<file path="src/rtl/percept_serial_rx.sv">
// Receive endpoint of the single-wire perceptron bus: deframes MSB-first bytes
// and decodes address/data packets, handing matched data bytes to the node.
module percept_serial_rx #(
  parameter logic [7:0] BCAST_ADDR = 8'hFF,
  parameter int         TIMEOUT    = 64
) (
  input  logic       clk,
  input  logic       nRst,
  input  logic       serial_in,
  input  logic [7:0] address,
  output logic [7:0] data_out,
  output logic       data_valid,
  output logic       addr_hit,
  output logic       frame_err,
  output logic       busy
);

  typedef enum logic [1:0] {IDLE, BIT, STOP, RESYNC} bit_state_t;
  typedef enum logic       {ADDR, DATA} phase_t;

  localparam logic [15:0] TLIM = 16'(TIMEOUT - 1);

  bit_state_t  state;
  phase_t      phase;
  logic [2:0]  cnt;
  logic [7:0]  shreg;
  logic        match;
  logic [15:0] tcnt;

  logic start, byte_done, ferr, tmo, hit, bit_next_idle, phase_next_data;

  assign start     = (state == IDLE) && !serial_in;
  assign byte_done = (state == STOP) && serial_in;
  assign ferr      = (state == STOP) && !serial_in;
  assign hit       = (shreg == address) || (shreg == BCAST_ADDR);
  // A start bit on the expiry cycle wins, so tmo requires an idle-high line.
  assign tmo       = (TIMEOUT != 0) && (phase == DATA) && (state == IDLE) &&
                     serial_in && (tcnt == TLIM);

  // busy is registered from the state being entered at this edge
  assign bit_next_idle   = ((state == IDLE) && serial_in) || byte_done ||
                           ((state == RESYNC) && serial_in);
  assign phase_next_data = ((phase == ADDR) && byte_done) ||
                           ((phase == DATA) && !byte_done && !ferr && !tmo);

  always_ff @(posedge clk or negedge nRst) begin
    if (!nRst) begin
      state      <= IDLE;
      phase      <= ADDR;
      cnt        <= '0;
      shreg      <= '0;
      match      <= 1'b0;
      tcnt       <= '0;
      data_out   <= '0;
      data_valid <= 1'b0;
      addr_hit   <= 1'b0;
      frame_err  <= 1'b0;
      busy       <= 1'b0;
    end else begin
      data_valid <= 1'b0;
      addr_hit   <= 1'b0;
      frame_err  <= 1'b0;
      busy       <= !bit_next_idle || phase_next_data;

      case (state)
        IDLE: begin
          if (!serial_in) begin
            state <= BIT;
            cnt   <= 3'd7;
          end
        end
        BIT: begin
          shreg <= {shreg[6:0], serial_in};
          cnt   <= cnt - 3'd1;
          if (cnt == 3'd0) state <= STOP;
        end
        STOP: begin
          if (serial_in) begin
            state <= IDLE;
            if (phase == ADDR) begin
              match    <= hit;
              addr_hit <= hit;
              phase    <= DATA;
            end else begin
              if (match) begin
                data_out   <= shreg;
                data_valid <= 1'b1;
              end
              phase <= ADDR;
            end
          end else begin
            frame_err <= 1'b1;
            state     <= RESYNC;
            phase     <= ADDR;
            match     <= 1'b0;
          end
        end
        RESYNC: begin
          if (serial_in) state <= IDLE;
        end
        default: state <= IDLE;
      endcase

      if (start) begin
        tcnt <= '0;
      end else if ((TIMEOUT != 0) && (phase == DATA) && (state == IDLE)) begin
        if (tmo) begin
          phase <= ADDR;
          match <= 1'b0;
          tcnt  <= '0;
        end else begin
          tcnt <= tcnt + 16'd1;
        end
      end
    end
  end

endmodule

</file>
<file path="config.mk">
export PLATFORM = sky130hd
export DESIGN_NAME = percept_serial_rx
export DESIGN_NICKNAME = d
export VERILOG_FILES = /design/src/rtl/percept_serial_rx.sv
export SDC_FILE = /design/constraint.sdc
export NUM_CORES = 1
export LEC_CHECK = 0
export CORE_UTILIZATION = 59
export DETAILED_ROUTE_END_ITERATION = 12
export PLACE_DENSITY_LB_ADDON = 0.2
export SLEW_MARGIN = 20
export SYNTH_ARGS = -nofsm -noshare
export SYNTH_HDL_FRONTEND = slang
export SYNTH_SLANG_ARGS = --single-unit
</file>
<file path="constraint.sdc">
create_clock -name clk -period 4.7 [get_ports clk]
set_input_delay 0.94 -clock clk [delete_from_list [all_inputs] [get_ports clk]]
set_output_delay 0.94 -clock clk [all_outputs]
set_load 0.005 [all_outputs]
</file>
# Word-level counts from Yosys, hierarchy flattened
# Cells that the tools add are included.
[classes] n_reduce_logical=29 eq_ne=9 n_addsub=2 n_bitwise=1 mux=31
[op_table] operator="two-way mux 16 bit" count=3
[op_table] operator="two-way mux 1 bit" count=21
[op_table] operator="adder 16 x 1 -> 16 bit (second input constant)" count=1
[op_table] operator="equality test 16 x 6 -> 1 bit (second input constant)" count=1
[op_table] operator="logical AND 1 bit" count=12
[op_table] operator="equality test 8 bit" count=1
[op_table] operator="equality test 8 bit (second input constant)" count=1
[op_table] operator="two-way mux 2 bit" count=4
[op_table] operator="one-hot mux 2 bit (4 select lines)" count=1
[op_table] operator="!= test 2 bit (second input constant)" count=3
[op_table] operator="one-hot mux 3 bit (2 select lines)" count=1
[op_table] operator="logical NOT 1 bit" count=5
[op_table] operator="logical OR 1 bit" count=5
[op_table] operator="equality test 2 bit (second input constant)" count=2
[op_table] operator="AND reduction 4 bit" count=1
[op_table] operator="nonzero test 2 bit" count=2
[op_table] operator="logical NOT 3 bit" count=1
[op_table] operator="two-way mux 3 bit" count=1
[op_table] operator="AND reduction 3 bit" count=1
[op_table] operator="subtractor 3 x 1 -> 3 bit (second input constant)" count=1
[op_table] operator="equality test 2 x 1 -> 1 bit (second input constant)" count=1
[op_table] operator="logical NOT 2 bit" count=1
[op_table] operator="AND reduction 2 bit" count=1
[op_table] operator="inverter 1 bit" count=1
[word_totals] input_bits=11 regBits=43 out_inout_bits=12 word_cells=83

# Logic depth before layout (Yosys ltp)
# Gate-level depths: netlist (run 1).
[logic_depth] ltp_word=8 depth_mapped=7 depth_no_buf=6

# Worst setup path before layout (run 1)
# Ideal clock, no wire load.
[synth_path] path_kind="input to register" startpoint="in serial_in" endpoint="reg tcnt[13]" n_path_buf=0 required_time_ns=4.618 path_stages=5 setup_ns=0.082 path_slack_ns=2.731 arrival_ns=1.887 cell_sequence="nor2b_1 nand2_1 nor2_2 a21bo_2 a31oi_1"
[synth_between] elab_chain_cells=5 elab_cells_between_ends=8 cone_classes="mux (3); reduce/logical (5)"
[synth_lines] element="start, declared" line_no="9" text="input logic serial_in,"
[synth_lines] element="logical AND 1 bit" line_no="37" text="assign tmo = (TIMEOUT != 0) && (phase == DATA) && (state == IDLE) &&"
[synth_lines] element="logical AND 1 bit" line_no="38" text="serial_in && (tcnt == TLIM);"
[synth_lines] element="two-way mux 16 bit" line_no="107" text="if (tmo) begin"
[synth_lines] element="two-way mux 16 bit" line_no="106" text="end else if ((TIMEOUT != 0) && (phase == DATA) && (state == IDLE)) begin"
[synth_lines] element="two-way mux 16 bit" line_no="104" text="if (start) begin"
[synth_lines] element="end signal, assigned" line_no="112" text="tcnt <= tcnt + 16'd1;"
[synth_lines] element="end, declared" line_no="28" text="logic [15:0] tcnt;"
# Parallel ways exist; a longest one is shown, timed or not. The select of a mux whose other input is x is not followed.
# A chain may end at the register's enable or synchronous reset.

# Worst setup path after layout (run 1)
# Same ends and word-level chain as after synthesis.

==> qor.yml, run 1 <==
cells_and_area:
  area_growth_pct: 14.1
  antenna_cells: 0
  final_area_sq_mm: 0.00237
  layout-drive-gt1-share_pct: 5.93
  nNetsFinal: 266
  final_util_pct: 70.5
hold_path:
  min_from: "data_out[5]"
  worst_hold_path.endpoint: "data_out[5]"
  min_path_type: "reg -> reg"
  whs_path_depth: 2
synth:
  synth_fa_ha_area_share_pct: 1.81
  ys_warn_count: 0
  synthSimpleGateAreaFrac_pct: 26.4
  postSynthAreaPerCell_sq_um: 9.03
  yosys.cell_types.count: 36
  muxShareOfSynthArea_pct: 0.542
  synth_top_family_by_area: "simple AND/OR/NAND/NOR gates"
  synthXorXnorAreaFrac_pct: 5.48
  synth_area_sq_mm: 0.00208
  ys_seq_area_share_pct: 51.8
  syn-num-nets: 244
  synthCells: 230
  ys_ff_latch: 43
  synth_compound_area_share_pct: 10.9
clock_tree:
  cts_resized: 0
  cts_hold_buf: 0
  cts_buffers: 5
  clkTransAtPathRegs_ns: 0.13
  cts_tree: "yes"
  cts_buffer_depth: 2
  clock_latency_ns: 0.36
  clockRootBuffer: "clkbuf_4"
  postCtsSetupRepairBufs: 0
  htree_levels: 2
  cts.sinks: 43
setup_path:
  r2r_end: "tcnt[13]"
  startpoint_type: "input pin"
  cp.depth: 6
  arrival_ns: 2.86
  path_max_fanout: 17
  rrSetupSlack_ns: 2.54
  rr_worst_depth: 6
  path_buf_inv: 1
  cp_top_family: "simple AND/OR/NAND/NOR gates"
  cpMaxStageDelayCell: "clkdlybuf4s50_1"
  crit_type: "in -> reg"
  critPathCaptureType: "register"
  reg2reg_from: "tcnt[1]"
  cp.required_ns: 4.99
  slowest_delay_ns: 0.54
  worstPathCellList: "clkdlybuf4s50_1 > nor2b_1 > nand2_1 > nor2_2 > a21bo_2 > a31oi_1"
detailed_routing:
  wirelength_um: 3960
  drc: 0
  num_vias: 1643
  avgRoutedWirePerCell_um: 13.3
  dr.pass1.iters: 4
  drt_iter0_drc: 49
  viasPerCell: 5.49
  antenna_left: 0
place:
  post-dp-hpwl_um: 2830
  place_area_sq_mm: 0.00232
  gp_congestion: 0.886
  io_buffers: 22
sta:
  finalClockSkew_ns: 0.00625
  finalCriticalPeriod_ns: 2.57
  setup_viol: 0
  worst_slew_pin_slew_ns: 0.918
  maxSlewHeadroom_pct: 38.8
  period_share_pct: 54.7
  max_freq_mhz: 389
  drv_slew: 0
  worst_hold_slack_ns: 0.488
  hold_viol: 0
  rsz0062_at_grt: "no"
  fin_setup_tns_ns: 0
global_route:
  grt_pass1_wl_um: 6640
  first_global_vias: 1469
  grt_max_degree: 44
  grt-ovfl-total: 0
  grt_use_total_pct: 24.7
  grt_antenna_before_repair: 0
floorplanning:
  io_pins: 23
  dieHeight_um: 61.3
  die_w_um: 61.3
  die-area_sq_mm: 0.00376
  initial_core_util_pct: 61.8
  std_cell_rows: 21
  coreArea_sq_mm: 0.00336
pwr:
  intPower_uw: 684
  switching_power_uw: 395
  swShare_pct: 36.6
  powerDensity_mw_per_mm2: 455
  share_seq_of_total_power_pct: 53.2
  combPwrFrac_pct: 30.5
  power_frac_clock_pct: 16.4
  ir_drop_uv: 381
  p_leak_uw: 0.00109
run:
  cap_violations: 0
outcome:
  status: "completed"
## metrics by stage
step | worst slack (ns) | instances | total power [uW]
floorplan | 2.73 | 230 | 785
global placement | 1.83 | 291 | 896
CTS | 2.16 | 299 | 1090
finish | 2.13 | 299 | 1080
detailed placement | 1.77 | 291 | 913
global route | 1.98 | 299 | 1170
## synthesized netlist by cell type
master     n  share of area [%]
nor2_1    24                4.3
mux2_2     1               0.54
xnor2_1    1               0.42
nor2b_1    3               0.90
a21oi_1   16                3.9
nor2_2     1               0.30
or4_4      1               0.54
o21ai_1    2               0.48
clkbuf_1   6                1.1
nor4_4     1                1.0
a21bo_2    1               0.48
a21boi_1   1               0.36
nor3b_1    1               0.36
buf_6      1               0.54
xor2_1    12                5.1
and2_1     1               0.30
o21ai_0    8                1.9
clkinv_1   1               0.18
or3b_2     2               0.84
dfrtp_1   43                 52
and4_1     1               0.42
nand2b_1   4                1.2
nand2_1   57                 10
or4_1      2               0.72
nand4_1    8                2.4
nand3_1    4               0.96
o21a_1     1               0.36
nor4_1     2               0.60
and3_1     1               0.30
ha_1       3                1.8
or3_1      2               0.60
a311o_1    1               0.48
a31oi_1    7                2.1
inv_1      7                1.3
a22o_1     2               0.84
nor3_1     1               0.24
## flip-flops by register name (all words and copies together), names as in the netlist
register / flops
cnt: 3
tcnt: 16
data_valid: 1
data_out: 8
match: 1
phase: 1
shreg: 8
frame_err: 1
addr_hit: 1
state: 2
busy: 1
## cell usage in the layout (no fill, tap or decap), types with 2 or more instances in the layout
cell type        instances
nor4_1                   2
inv_1                    7
nand2_1                 57
a21oi_1                 16
o21ai_0                  8
ha_1                     3
nand2b_1                 4
or3b_2                   2
nand4_1                  8
a22o_1                   2
or3_1                    2
o21ai_1                  2
nor2_1                  24
xor2_1                  12
nor2b_1                  3
clkdlybuf4s50_1         21
or4_1                    2
nand3_1                  4
a31oi_1                  7
clkbuf_4                 5
dfrtp_1                 43
## power groups by stage
stage	Clock, uW	Sequential (uW)	Combinational, uW
6_report	176	574	329
5_1_grt	196	593	382
4_1_cts	183	572	333
3_5_place_dp	0	580	332
3_3_place_gp	0	575	321
2_1_floorplan	0	541	244
## metal layers
layer  track usage [%]  part of all wire [%]  wire [um]  up-vias
li1                  -                     -          -      827
met1              34.4                    49       1930      766
met2              37.6                    44       1750       42
met3              7.14                   5.1        201        8
met4              7.94                   2.0         79        0
met5                 0                     0          0        -
## cell type report
cell class / count / area [sq um]
Fill cell: 282 / 993
Sequential cell: 43 / 1080
Inverter: 8 / 30.0
Tap cell: 46 / 57.6
Timing Repair Buffer: 22 / 215
Multi-Input combinational cell: 172 / 937
Clock buffer: 6 / 41.3
Clock inverter: 2 / 12.5
## worst register-to-register path: cells and delay by family (launching register included)
kind	cells	cell delay (ns)
flops	1	0.43
compound gates	2	0.31
simple gates	3	1.08
fa+ha+maj	1	0.22
## worst max-delay path by stage
stage,from,to,slack (ns)
6_report,serial_in,tcnt[13],2.13
3_5_place_dp,serial_in,tcnt[13],1.77
5_1_grt,serial_in,tcnt[13],1.98
2_1_floorplan,serial_in,tcnt[13],2.73
3_3_place_gp,serial_in,tcnt[13],1.83
4_1_cts,serial_in,tcnt[13],2.16
## cell families after synthesis
family,Yosys count
AND/OR/NAND/NOR,116
buffers and inverters,15
multiplexers,1
flip-flops,43
AO/OA/AOI/OAI,39
XOR/XNOR,13
adder cells (fa/ha/maj),3
Power figures use the tool's default switching activity.
==> run 2, diff against run 1 <==
--- a/config.mk
+++ b/config.mk
@@ -5,7 +5,7 @@
 export SDC_FILE = /design/constraint.sdc
 export NUM_CORES = 1
 export LEC_CHECK = 0
-export CORE_UTILIZATION = 59
+export CORE_UTILIZATION = 55
 export DETAILED_ROUTE_END_ITERATION = 12
 export PLACE_DENSITY_LB_ADDON = 0.2
 export SLEW_MARGIN = 20
==> constraint.sdc (replaced) <==
create_clock -name clk -period 2.5 [get_ports clk]
set_input_delay 0.5 -clock clk [delete_from_list [all_inputs] [get_ports clk]]
set_output_delay 0.5 -clock clk [all_outputs]
set_load 0.005 [all_outputs]
==> qor.yml, run 2 (same netlist as run 1, synthesis figures left out) <==
cells_and_area:
  antenna_cells: 0  # unchanged
  layout-drive-gt1-share_pct: 9.20  # +3.3 points
  layout_common_cells: "nand2_1 (57), dfrtp_1 (43), nor2_1 (24)"
  final_area_sq_mm: 0.00249  # +5.2%
  largest_register: "tcnt"
  fillers: 287  # +1.8%
  layout_commonest_cell: "nand2_1"
  largest_register_ffs: 16  # unchanged
  nNetsFinal: 274  # +3.0%
  area_growth_pct: 20.1
  top_regs: "tcnt (16), data_out (8), shreg (8)"
floorplanning:
  io_pins: 23  # unchanged
  coreArea_sq_mm: 0.00347  # +3.1%
  dieHeight_um: 63.5  # +3.5%
  initial_core_util_pct: 59.9  # -1.9 points
  die_w_um: 63.5  # +3.5%
  std_cell_rows: 21  # unchanged
  die-area_sq_mm: 0.00403  # +7.0%
detailed_routing:
  wirelength_um: 4390  # +11%
  drt_iter0_drc: 126  # +160%
  avgRoutedWirePerCell_um: 14.3  # +7.8%
  antenna_left: 0  # unchanged
  drc: 0  # unchanged
  dr.pass1.iters: 4  # unchanged
  viasPerCell: 5.56  # +1.2%
  num_vias: 1707  # +3.9%
clock_tree:
  cts_hold_buf: 0  # unchanged
  cts_buffer_depth: 2  # unchanged
  clock_latency_ns: 0.30  # -0.06 ns
  cts_tree: "yes"
  cts.sinks: 43  # unchanged
  cts_resized: 0  # unchanged
  postCtsSetupRepairBufs: 0  # unchanged
  clkTransAtPathRegs_ns: 0.08  # -0.05 ns
  clockRootBuffer: "clkbuf_8"
  htree_levels: 2  # unchanged
  cts_buffers: 5  # unchanged
pwr:
  p_leak_uw: 0.00116  # +6.6%
  ir_drop_uv: 553  # +45%
  power_frac_clock_pct: 24.6  # +8.2 points
  share_seq_of_total_power_pct: 47.1  # -6.1 points
  swShare_pct: 33.7  # -2.9 points
  switching_power_uw: 771  # +95%
  powerDensity_mw_per_mm2: 917  # +100%
  combPwrFrac_pct: 28.3  # -2.2 points
  intPower_uw: 1520  # +120%
global_route:
  grt_use_total_pct: 25.5  # +0.82 points
  grt_max_degree: 29  # -34%
  first_global_vias: 1636  # +11%
  grt_antenna_before_repair: 0  # unchanged
  grt_pass1_wl_um: 7780  # +17%
  grt-ovfl-total: 0  # unchanged
setup_path:
  crit_type: "reg -> reg"
  path_max_fanout: 5  # -12
  critPathCaptureType: "register"
  arrival_ns: 2.33  # -0.53 ns
  rr_worst_depth: 7  # +1
  startpoint_type: "register"
  cp.required_ns: 2.67  # -2.32 ns
place:
  gp_congestion: 0.883  # -0.36%
  io_buffers: 22  # unchanged
  place_area_sq_mm: 0.00238  # +2.6%
  post-dp-hpwl_um: 3140  # +11%
run:
  cap_violations: 0  # unchanged
sta:
  drv_slew: 0  # unchanged
  max_freq_mhz: 464
  worst_slew_pin_slew_ns: 0.893  # -0.0253 ns
  setup_viol: 0  # unchanged
  finalClockSkew_ns: 0.00713  # +0.000885 ns
  hold_viol: 0  # unchanged
  fin_setup_tns_ns: 0  # unchanged
  rsz0062_at_grt: "no"
  period_share_pct: 86.2
  finalCriticalPeriod_ns: 2.15
  maxSlewHeadroom_pct: 40.4  # +1.6 points
hold_path:
  min_path_type: "in -> async"
outcome:
  status: "completed"
==> run 2: changes by cell type in the layout (fill, tap and decap cells not counted), sizes merged <==
| cell | delta |
|---|---|
| clkinvlp | -1 |
| bufinv | +1 |
| buf | +8 |
==> run 2: area by class of cell <==
cell class / count / area [sq um] / area share, %
Sequential cell: 43 / 1080 / 43.2
Multi-Input combinational cell: 172 / 937 / 37.6
Timing Repair Buffer: 30 / 275 / 11.0
Clock buffer: 6 / 82.6 / 3.31
Tap cell: 46 / 57.6 / 2.31
Clock inverter: 2 / 35.0 / 1.40
Inverter: 8 / 30.0 / 1.20
==> run 2: power groups by stage <==
stage	combinational, uW	clock (uW)	sequential, uW
floorplan	459	0	1020
global placement	622	0	1080
detailed placement	649	0	1090
CTS	654	568	1070
global route	737	601	1110
finish	647	563	1080
==> run 2: worst paths after layout <==
path | end | slack, ns | from
max in group asynchronous | tcnt[2] | 1.73 | nRst
setup reg to reg | tcnt[6] | 0.35 | tcnt[1]
min in group clk | cnt[0] | 0.48 | cnt[0]
hold reg to reg | cnt[0] | 0.48 | cnt[0]
hold / removal | tcnt[14] | 0.1 | nRst
setup / recovery | tcnt[6] | 0.35 | tcnt[1]
==> run 2: stage by stage <==
stage | util, % | cells | power (uW) | worst slack, ns | hold slack (ns)
global placement | 68.5 | 299 | 1700 | 0.319 | 0.424
detailed placement | 68.5 | 299 | 1730 | 0.292 | 0.424
floorplan | - | 230 | 1480 | 0.539 | 0.204
finish | 71.9 | 307 | 2290 | 0.345 | 0.0954
CTS | 71.9 | 307 | 2300 | 0.335 | 0.0992
global route | 71.9 | 307 | 2450 | 0.240 | 0.129
==> run 2: per-layer routing <==
metal  share of wire [%]  wire, um  GRT usage (%)  up-vias
li1                    -         -              -      842
met1                  50      2200           37.1      817
met2                  45      1970           37.8       44
met3                 4.2       184           5.98        4
met4                0.71        31           7.67        0
met5                   0         0              0        -
==> run 2: critical path: stages (launching register included) <==
cell and delay (ns):
dfrtp_1 0.42, ha_1 0.22, or3b_2 0.48, nor4_4 0.23
buf_4 0.20, nand2_1 0.06, a21boi_1 0.33, nor2_1 0.10
==> run 3, diff against run 2 <==
--- a/config.mk
+++ b/config.mk
@@ -5,8 +5,10 @@
 export SDC_FILE = /design/constraint.sdc
 export NUM_CORES = 1
 export LEC_CHECK = 0
+export CAP_MARGIN = 10
 export CORE_UTILIZATION = 55
 export DETAILED_ROUTE_END_ITERATION = 12
+export GPL_ROUTABILITY_DRIVEN = 0
 export PLACE_DENSITY_LB_ADDON = 0.2
 export SLEW_MARGIN = 20
 export SYNTH_ARGS = -nofsm -noshare
==> results of run 3 <==
Final layout, timing and power as in run 2 (identical DEF).
